--- config.mk ---
export PLATFORM = sky130hd
export DESIGN_NAME = pid_sequencer_flat
export DESIGN_NICKNAME = d
export VERILOG_FILES = /design/src/rtl/pid_sequencer_if.sv /design/src/rtl/pid_sequencer.sv /design/src/flat_wrapper.sv
export SDC_FILE = /design/constraint.sdc
export NUM_CORES = 1
export LEC_CHECK = 0
export CAP_MARGIN = 0
export CORE_UTILIZATION = 46
export CTS_CLUSTER_DIAMETER = 80
export CTS_CLUSTER_SIZE = 8
export DETAILED_ROUTE_END_ITERATION = 12
export PLACE_DENSITY = 0.74
export SYNTH_ARGS = -nofsm -noshare
export SYNTH_HDL_FRONTEND = slang
export SYNTH_SLANG_ARGS = --single-unit
--- constraint.sdc ---
create_clock -name clk -period 2 [get_ports clk]
set_clock_uncertainty 0.15 [all_clocks]
set_input_delay 0.3 -clock clk [delete_from_list [all_inputs] [get_ports clk]]
set_output_delay 0.3 -clock clk [all_outputs]
set_load 0.01 [all_outputs]
--- src/rtl/pid_sequencer_if.sv ---
// -----------------------------------------------------------------------------
// pid_sequencer_if
// Bundles the control-loop signals of pid_sequencer:
//   enable       loop run request (0 = stopped)
//   sp_valid     setpoint offer from the UART receive path
//   sp_data      setpoint velocity (unsigned, 9 bits)
//   sp_ready     setpoint accept; transfer when sp_valid && sp_ready
//   pid_in_vel   velocity operand driven to the PID datapath
//   pid_out_vel  PID datapath result (unsigned, 9 bits)
//   duty         commanded duty to the PWM/commutation stage
//   duty_valid   one-cycle pulse marking a new duty value
//   busy         sequencer not idle
//   overrun      sticky: sample tick arrived during a running sequence
// Modports: slave = sequencer side, master = environment side.
// -----------------------------------------------------------------------------
interface pid_sequencer_if;
    logic       enable;
    logic       sp_valid;
    logic [8:0] sp_data;
    logic       sp_ready;
    logic [8:0] pid_in_vel;
    logic [8:0] pid_out_vel;
    logic [8:0] duty;
    logic       duty_valid;
    logic       busy;
    logic       overrun;

    modport slave (
        input  enable, sp_valid, sp_data, pid_out_vel,
        output sp_ready, pid_in_vel, duty, duty_valid, busy, overrun
    );

    modport master (
        output enable, sp_valid, sp_data, pid_out_vel,
        input  sp_ready, pid_in_vel, duty, duty_valid, busy, overrun
    );
endinterface

--- src/rtl/pid_sequencer.sv ---
// -----------------------------------------------------------------------------
// pid_sequencer
// Sequences one PID control update every SAMPLE_DIV clocks:
// IDLE -> LOAD -> WAIT (PID_LAT-1 cycles) -> CAPTURE -> APPLY -> IDLE.
// Ports:
//   clk    system clock, rising edge
//   rst_n  asynchronous active-low reset
//   bus    pid_sequencer_if.slave (setpoint handshake, PID operand/result,
//          duty outputs and status flags)
// Build option: define PID_SEQ_SLEW_LIMIT_EN to limit the duty change per
// update to SLEW_STEP; without it APPLY copies the PID result to duty.
// All outputs are driven from registers.
// -----------------------------------------------------------------------------
module pid_sequencer #(
    parameter int SAMPLE_DIV = 1000,
    parameter int PID_LAT    = 2,
    parameter int SLEW_STEP  = 8
) (
    input  logic                  clk,
    input  logic                  rst_n,
    pid_sequencer_if.slave        bus
);

    localparam int CNT_W     = (SAMPLE_DIV > 2) ? $clog2(SAMPLE_DIV) : 1;
    localparam int WAIT_W    = (PID_LAT > 2) ? $clog2(PID_LAT - 1) : 1;
    localparam int WAIT_LAST = (PID_LAT >= 2) ? (PID_LAT - 2) : 0;

    // Parameter legality, caught at elaboration.
    if (SAMPLE_DIV < PID_LAT + 4) begin : g_bad_sample_div
        $error("pid_sequencer: SAMPLE_DIV must be at least PID_LAT+4");
    end
    if (PID_LAT < 1) begin : g_bad_pid_lat
        $error("pid_sequencer: PID_LAT must be at least 1");
    end
    if (SLEW_STEP < 1 || SLEW_STEP > 511) begin : g_bad_slew_step
        $error("pid_sequencer: SLEW_STEP must be in 1..511");
    end

    typedef enum logic [2:0] {
        IDLE    = 3'd0,
        LOAD    = 3'd1,
        WAIT    = 3'd2,
        CAPTURE = 3'd3,
        APPLY   = 3'd4
    } state_t;

    state_t              state_r;
    state_t              state_s;
    logic [CNT_W-1:0]    cnt_r;
    logic [WAIT_W-1:0]   wait_cnt_r;
    logic                tick_s;
    logic [8:0]          sp_reg_r;
    logic [8:0]          pid_in_vel_r;
    logic [8:0]          cap_reg_r;
    logic [8:0]          duty_r;
    logic                duty_valid_r;
    logic                busy_r;
    logic                overrun_r;
    logic                sp_ready_r;

`ifdef PID_SEQ_SLEW_LIMIT_EN
    // Move duty toward the PID result by at most SLEW_STEP; 10-bit sums
    // keep the comparisons free of wrap-around.
    function automatic logic [8:0] apply_duty(input logic [8:0] cur, input logic [8:0] cap);
        logic [9:0] up_s;
        logic [9:0] cap_up_s;
        logic [8:0] res_s;
        up_s     = {1'b0, cur} + 10'(SLEW_STEP);
        cap_up_s = {1'b0, cap} + 10'(SLEW_STEP);
        if ({1'b0, cap} > up_s) begin
            res_s = (up_s > 10'd511) ? 9'd511 : up_s[8:0];
        end else if (cap_up_s < {1'b0, cur}) begin
            // cap+STEP < cur implies cur > STEP, so this cannot go below 0.
            res_s = cur - 9'(SLEW_STEP);
        end else begin
            res_s = cap;
        end
        return res_s;
    endfunction
`else
    // Unlimited: the PID result becomes the new duty directly.
    function automatic logic [8:0] apply_duty(input logic [8:0] cur, input logic [8:0] cap);
        logic [8:0] unused_cur_s;
        unused_cur_s = cur;
        return cap;
    endfunction
`endif

    assign tick_s = bus.enable && (cnt_r == CNT_W'(SAMPLE_DIV - 1));

    // Sample divider: free-runs while enabled, parked at 0 when stopped.
    always_ff @(posedge clk or negedge rst_n) begin
        if (!rst_n) begin
            cnt_r <= {CNT_W{1'b0}};
        end else if (!bus.enable) begin
            cnt_r <= {CNT_W{1'b0}};
        end else if (cnt_r == CNT_W'(SAMPLE_DIV - 1)) begin
            cnt_r <= {CNT_W{1'b0}};
        end else begin
            cnt_r <= cnt_r + CNT_W'(1);
        end
    end

    // Next-state logic; dropping enable aborts any sequence back to IDLE.
    always_comb begin
        state_s = state_r;
        if (!bus.enable) begin
            state_s = IDLE;
        end else begin
            case (state_r)
                IDLE: begin
                    if (tick_s) begin
                        state_s = LOAD;
                    end else begin
                        state_s = IDLE;
                    end
                end
                LOAD: begin
                    // A one-cycle PID latency has no WAIT phase at all.
                    if (PID_LAT == 1) begin
                        state_s = CAPTURE;
                    end else begin
                        state_s = WAIT;
                    end
                end
                WAIT: begin
                    if (wait_cnt_r == WAIT_W'(WAIT_LAST)) begin
                        state_s = CAPTURE;
                    end else begin
                        state_s = WAIT;
                    end
                end
                CAPTURE: state_s = APPLY;
                APPLY:   state_s = IDLE;
                default: state_s = IDLE;
            endcase
        end
    end

    // State register and WAIT-phase cycle counter.
    always_ff @(posedge clk or negedge rst_n) begin
        if (!rst_n) begin
            state_r    <= IDLE;
            wait_cnt_r <= {WAIT_W{1'b0}};
        end else begin
            state_r    <= state_s;
            wait_cnt_r <= (state_r == WAIT) ? (wait_cnt_r + WAIT_W'(1)) : {WAIT_W{1'b0}};
        end
    end

    // Datapath and status registers. Each register loads on the edge that
    // enters its state, so the operand appears on the edge after the tick.
    always_ff @(posedge clk or negedge rst_n) begin
        if (!rst_n) begin
            sp_reg_r     <= 9'd0;
            pid_in_vel_r <= 9'd0;
            cap_reg_r    <= 9'd0;
            duty_r       <= 9'd0;
            duty_valid_r <= 1'b0;
            busy_r       <= 1'b0;
            overrun_r    <= 1'b0;
            sp_ready_r   <= 1'b1;
        end else begin
            if (bus.sp_valid && sp_ready_r) begin
                sp_reg_r <= bus.sp_data;
            end
            sp_ready_r   <= (state_s != LOAD);
            busy_r       <= (state_s != IDLE);
            duty_valid_r <= (state_s == APPLY);
            if ((state_r == IDLE) && (state_s == LOAD)) begin
                pid_in_vel_r <= sp_reg_r;
            end
            if (state_s == CAPTURE) begin
                cap_reg_r <= bus.pid_out_vel;
            end
            if (!bus.enable) begin
                duty_r    <= 9'd0;
                overrun_r <= 1'b0;
            end else begin
                if (state_s == APPLY) begin
                    duty_r <= apply_duty(duty_r, cap_reg_r);
                end
                // A tick outside IDLE is dropped; only the flag records it.
                if (tick_s && (state_r != IDLE)) begin
                    overrun_r <= 1'b1;
                end
            end
        end
    end

    assign bus.sp_ready   = sp_ready_r;
    assign bus.pid_in_vel = pid_in_vel_r;
    assign bus.duty       = duty_r;
    assign bus.duty_valid = duty_valid_r;
    assign bus.busy       = busy_r;
    assign bus.overrun    = overrun_r;

endmodule

--- src/flat_wrapper.sv ---
// flat-port wrapper written by rule: the top's interface ports become plain ports
module pid_sequencer_flat 
#(
    parameter int SAMPLE_DIV = 1000,
    parameter int PID_LAT    = 2,
    parameter int SLEW_STEP  = 8
)
  (clk, rst_n, bus_enable, bus_sp_valid, bus_sp_data, bus_pid_out_vel, bus_sp_ready, bus_pid_in_vel, bus_duty, bus_duty_valid, bus_busy, bus_overrun);
  pid_sequencer_if bus_i ();
  input  logic clk;
  input  logic rst_n;
  input wire logic [$bits(bus_i.enable)-1:0] bus_enable;
  input wire logic [$bits(bus_i.sp_valid)-1:0] bus_sp_valid;
  input wire logic [$bits(bus_i.sp_data)-1:0] bus_sp_data;
  input wire logic [$bits(bus_i.pid_out_vel)-1:0] bus_pid_out_vel;
  output wire logic [$bits(bus_i.sp_ready)-1:0] bus_sp_ready;
  output wire logic [$bits(bus_i.pid_in_vel)-1:0] bus_pid_in_vel;
  output wire logic [$bits(bus_i.duty)-1:0] bus_duty;
  output wire logic [$bits(bus_i.duty_valid)-1:0] bus_duty_valid;
  output wire logic [$bits(bus_i.busy)-1:0] bus_busy;
  output wire logic [$bits(bus_i.overrun)-1:0] bus_overrun;
  assign bus_i.enable = bus_enable;
  assign bus_i.sp_valid = bus_sp_valid;
  assign bus_i.sp_data = bus_sp_data;
  assign bus_i.pid_out_vel = bus_pid_out_vel;
  assign bus_sp_ready = bus_i.sp_ready;
  assign bus_pid_in_vel = bus_i.pid_in_vel;
  assign bus_duty = bus_i.duty;
  assign bus_duty_valid = bus_i.duty_valid;
  assign bus_busy = bus_i.busy;
  assign bus_overrun = bus_i.overrun;
  pid_sequencer #(.SAMPLE_DIV(SAMPLE_DIV), .PID_LAT(PID_LAT), .SLEW_STEP(SLEW_STEP)) u_core (.clk(clk), .rst_n(rst_n), .bus(bus_i));
endmodule
Yosys cells after proc, flatten, opt, wreduce, memory -nomap -nowiden
Cells that the tools add are included.
- output and inout bits: 22
- register bits after elaboration: 54
- word-level logic and storage cells: 41
- bits of input ports: 22
- add/subtract/negate cells: 2
- muxes and demuxes: 11
- reduce and logical (&&, ||, !) cells: 7
- eq/ne operators: 10
- operators with widths (cell ; number):
    2-to-1 mux 10 bit ; 2
    2-to-1 mux 9 bit ; 2
    case mux 3 bit (4 select lines) ; 1
    adder 10 x 1 -> 10 bit, second input constant ; 1
    == test 10 bit, second input constant ; 1
    == test 3 x 2 -> 1 bit, second input constant ; 3
    == test 3 x 1 -> 1 bit, second input constant ; 2
    nonzero test 3 bit ; 2
    2-to-1 mux 1 bit ; 5
    logical AND 1 bit ; 4
    != test 2 x 1 -> 1 bit, second input constant ; 2
    == test 3 bit, second input constant ; 1
    zero test 3 bit ; 1
    2-to-1 mux 3 bit ; 1
    != test 3 x 1 -> 1 bit, second input constant ; 1
    adder 1 bit, second input constant ; 1

Depth between registers and ports, before layout
- word-level depth: 8
- depth in mapped cells: 6
- depth with buffers taken out: 5

Least setup slack after synthesis
Ideal clock, no wire load.
- path type: register to register
- start point: register u_core.cnt_r[0]
- end point: register u_core.pid_in_vel_r[0], in the netlist u_core.bus.pid_in_vel[0]
- slack: 48 ps
- data required time: 1725 ps
- clock period less this slack: 1952 ps
- arrival time: 1676 ps
- setup time: 125 ps
- stages on the path, launching flop included: 7
- buffers on the path: 1
- path through: dfrtp_1 > ha_1 > and4bb_1 > nand2_1 > or3_1 > buf_6 > mux2_4
- cells in the longest elaborated chain, start to end: 7
- RTL lines (item ; RTL line ; source):
    from (decl) ; pid_sequencer.sv:49 ; logic [CNT_W-1:0] cnt_r;
    from (signal assigned) ; pid_sequencer.sv:94 ; cnt_r <= {CNT_W{1'b0}};
    from (signal assigned) ; pid_sequencer.sv:96 ; cnt_r <= {CNT_W{1'b0}};
    from (signal assigned) ; pid_sequencer.sv:98 ; cnt_r <= {CNT_W{1'b0}};
    == test 10 bit ; pid_sequencer.sv:89 ; assign tick_s = bus.enable && (cnt_r == CNT_W'(SAMPLE_DIV - 1));
    logical AND 1 bit ; pid_sequencer.sv:89 ;
    2-to-1 mux 1 bit ; pid_sequencer.sv:112 ; if (tick_s) begin
    case mux 3 bit (4 select lines) ; pid_sequencer.sv:110 ; case (state_r)
    2-to-1 mux 3 bit ; pid_sequencer.sv:107 ; if (!bus.enable) begin
    == test 3 x 1 -> 1 bit ; pid_sequencer.sv:170 ; if ((state_r == IDLE) && (state_s == LOAD)) begin
    logical AND 1 bit ; pid_sequencer.sv:170 ;
    to (signal assigned) ; pid_sequencer.sv:171 ; pid_in_vel_r <= sp_reg_r;
    to (decl) ; pid_sequencer.sv:53 ; logic [8:0] pid_in_vel_r;
No other way between the ends.
A chain may end at the register's enable or synchronous reset.

Worst setup path in the final report
- start point: register u_core.cnt_r[1]
- end point: register u_core.pid_in_vel_r[3], in the netlist u_core.bus.pid_in_vel[3]
Same word-level chain as after synthesis.

==> impl_metrics.ini <==
[synth]
ys_seq_elements = 54
syn-cell-area_sq_um = 2201
netlist_top_cells_area = dfrtp_1 (60%), mux2_2 (9.2%), mux2_4 (6.1%)
ys.warnings.count = 0
syn_inst = 176
syn-num-nets = 199
yosys.area.top_type = dfrtp_1
synth.distinct_cells = 29
synth_top_area_share_pct = 60.26
ys_seq_area_share_pct = 61.46
avgSynthCellArea_sq_um = 12.50

[critical_path]
cp_num_buf_inv = 1
slowest_stage = or3_4
reg2reg_slack_ns = 0.07
crit_fanout = 4
startpoint = u_core.cnt_r[1]$_DFF_PN0_
path_class = reg2reg
rr_worst_depth = 6
critPathLaunchType = flop
slowest_delay_ns = 0.39
reg2reg_from = u_core.cnt_r[1]$_DFF_PN0_
cp.required_ns = 2.04
cp_top_family = simple AND/OR/NAND/NOR gates
cp_cell_sequence = ha_1 > and4bb_1 > nand2_1 > or3_4 > buf_4 > mux2_4
reg2reg_to = u_core.bus.pid_in_vel[3]$_DFFE_PN0P_
worst_setup_path_end_kind = flop
critPathArrivalTime_ns = 1.97

[final_layout]
final_nets = 261
fill_cells = 349
drive_gt1_share_pct = 23.01
layout.cells.non_filler = 291
area_delta_synth_final_pct = 34.28
final_cell_mix = dfrtp_1 (53), clkdlybuf4s50_1 (42), nand2_1 (27), mux2_2 (18), buf_4 (13)
final_common_cell = dfrtp_1
n_antenna_cell = 0

[timing]
maxSlewViolCount = 0
fmax_ghz = 0.5193
setup_viol_count_final = 0
slew_headroom_pct = 71.56
hold_viol = 0
fin_setup_tns_ns = 0
hold_slack_ns = 0.3193
worst_pin_slew_ns = 0.4265
post-route-min-period_ns = 1.926
fin_ws_ns = 0.07445
period_share_pct = 96.28
rsz0062_at_grt = false

[routing]
wirelength_microns = 3803
wl_per_cell_microns = 13.07
via_per_inst = 5.048
vias = 1469
drtPass1Iterations = 8
ant_nets = 0
drt_iter0_drc = 78
post-route-drc-count = 4

[global_routing]
grt.total_usage_pct = 16.83
grt_pass1_wl_microns = 6520
grt_max_degree = 38
grt_pass1_vias = 1396
antenna_found_initial = 0
gr-total-overflow = 0

[clocking]
clkLatencyLatePin_ns = 0.29
clockBufferDepth = 2
clkTransAtPathRegs_ns = 0.10
cts_inserted_buffers = 5
htreeDepth = 2
cts_root_buffer = clkbuf_8
tritoncts = done
cts.sinks = 54

[floorplanning]
rows = 24
start_util_pct = 49.19
dieHeight_microns = 71.17
die_area_sq_um = 5065
core_area_sq_um = 4474
io_pins = 44
die_w_microns = 71.17

[power]
ir_worst_vdd_uv = 539.4
p_leak_uw = 0.001356
p_per_area_nw_per_um2 = 748.5

[placed_design]
portBuffers = 43
place_ws_ns = -0.1388
dp_hpwl_microns = 2734
gp_congestion = 0.8071
dp.cells = 280

[min_path]
hold_class = in2async

[run_status]
outcome = complete, but fails checks
violations = DRC

[flow_run]
cap_violations = 0
==> cell usage after synthesis <==
cell type	n
dfrtp_1	53
nand2_1	27
mux2_2	18
a21boi_0	11
nor2_1	11
nand3_1	10
mux2_4	9
inv_1	4
a21oi_1	3
clkbuf_1	3
xnor2_1	3
xor2_1	3
nand4_1	2
nor3_1	2
or2_2	2
or3_1	2
a31oi_1	1
and2_1	1
and3_1	1
and4bb_1	1
buf_6	1
clkinv_1	1
dfstp_2	1
ha_1	1
nand2b_1	1
nor2b_1	1
nor4_1	1
o21a_1	1
or3b_1	1
==> worst max path at each step <==
stage,to,slack [ns],cells past startpoint
after floorplan,u_core.bus.pid_in_vel[0]$_DFFE_PN0P_,0.05,6
after global placement,u_core.bus.pid_in_vel[1]$_DFFE_PN0P_,-0.11,6
after detailed placement,u_core.bus.pid_in_vel[1]$_DFFE_PN0P_,-0.14,6
after CTS,u_core.bus.pid_in_vel[1]$_DFFE_PN0P_,0.01,6
after global routing,u_core.state_r[0]$_DFF_PN0_,0.002,6
final,u_core.bus.pid_in_vel[3]$_DFFE_PN0P_,0.07,6
==> sequential cells by signal (all words and copies together) (netlist names) <==
name and count:
u_core.wait_cnt_r 1, u_core.cnt_r 10, u_core.sp_reg_r 9, u_core.state_r 3, u_core.bus.busy 1, u_core.bus.duty_valid 1
u_core.bus.duty 9, u_core.bus.sp_ready 1, u_core.bus.pid_in_vel 9, u_core.bus.overrun 1, u_core.cap_reg_r 9
==> worst register-to-register path, stage by stage, from the launching register on <==
cell      delay, ns
dfrtp_1        0.37
ha_1           0.16
and4bb_1       0.21
nand2_1        0.08
or3_4          0.39
buf_4          0.17
mux2_4         0.29
==> report_power, final <==
| part | switching, uW | internal [uW] |
|---|---|---|
| clock | 329 | 533 |
| sequential | 33.7 | 1150 |
| combinational | 61.6 | 102 |
| total | 424 | 1790 |
==> per-stage QoR <==
stage / util, % / power [uW] / area [sq um]
4_1_cts: 65.52 / 2233 / 2932
2_1_floorplan: - / 1275 / 2201
3_3_place_gp: 62.11 / 1365 / 2779
3_5_place_dp: 62.11 / 1370 / 2779
6_report: 66.05 / 2212 / 2955
5_1_grt: 66.05 / 2307 / 2955
==> logic make-up (layout without fill, tap and decap cells) <==
kind of cell	count (synthesis)	count (layout)	share of synthesized area, %
compound gates	16	16	5.060
xor+xnor	6	6	2.388
fa+ha+maj	1	1	0.5684
buf+inv	9	72	1.876
flops	54	54	61.46
mux	27	27	15.35
simple gates	63	63	13.30
==> cell type report <==
class	instances	area, sq um	area share (%)
multi-input combinational	113	812.0	27.48
clock buffer	6	82.58	2.794
inverter	5	18.77	0.6351
sequential	54	1353	45.77
tap	52	65.06	2.202
timing repair buffer	59	564.3	19.09
clock inverter	2	60.06	2.032
==> what timing repair did <==
| action | 4_1_cts | 5_1_grt |
|---|---|---|
| buffers inserted | 0 | 1 |
| gates resized for setup | 0 | 4 |
| endpoints found under the setup margin | 0 | 10 |
| hold buffers | 1 | 0 |
| endpoints found under the hold margin | 17 | 0 |
==> metal layers <==
| layer | wire length, microns | track usage, % | vias to the layer above |
|---|---|---|---|
| li1 | - | - | 718 |
| met1 | 1853 | 24.19 | 706 |
| met2 | 1731 | 25.71 | 40 |
| met3 | 169 | 3.561 | 5 |
| met4 | 49 | 5.333 | 0 |
| met5 | 0 | 0 | - |
Note: power is estimated with default switching activity, not from simulation.
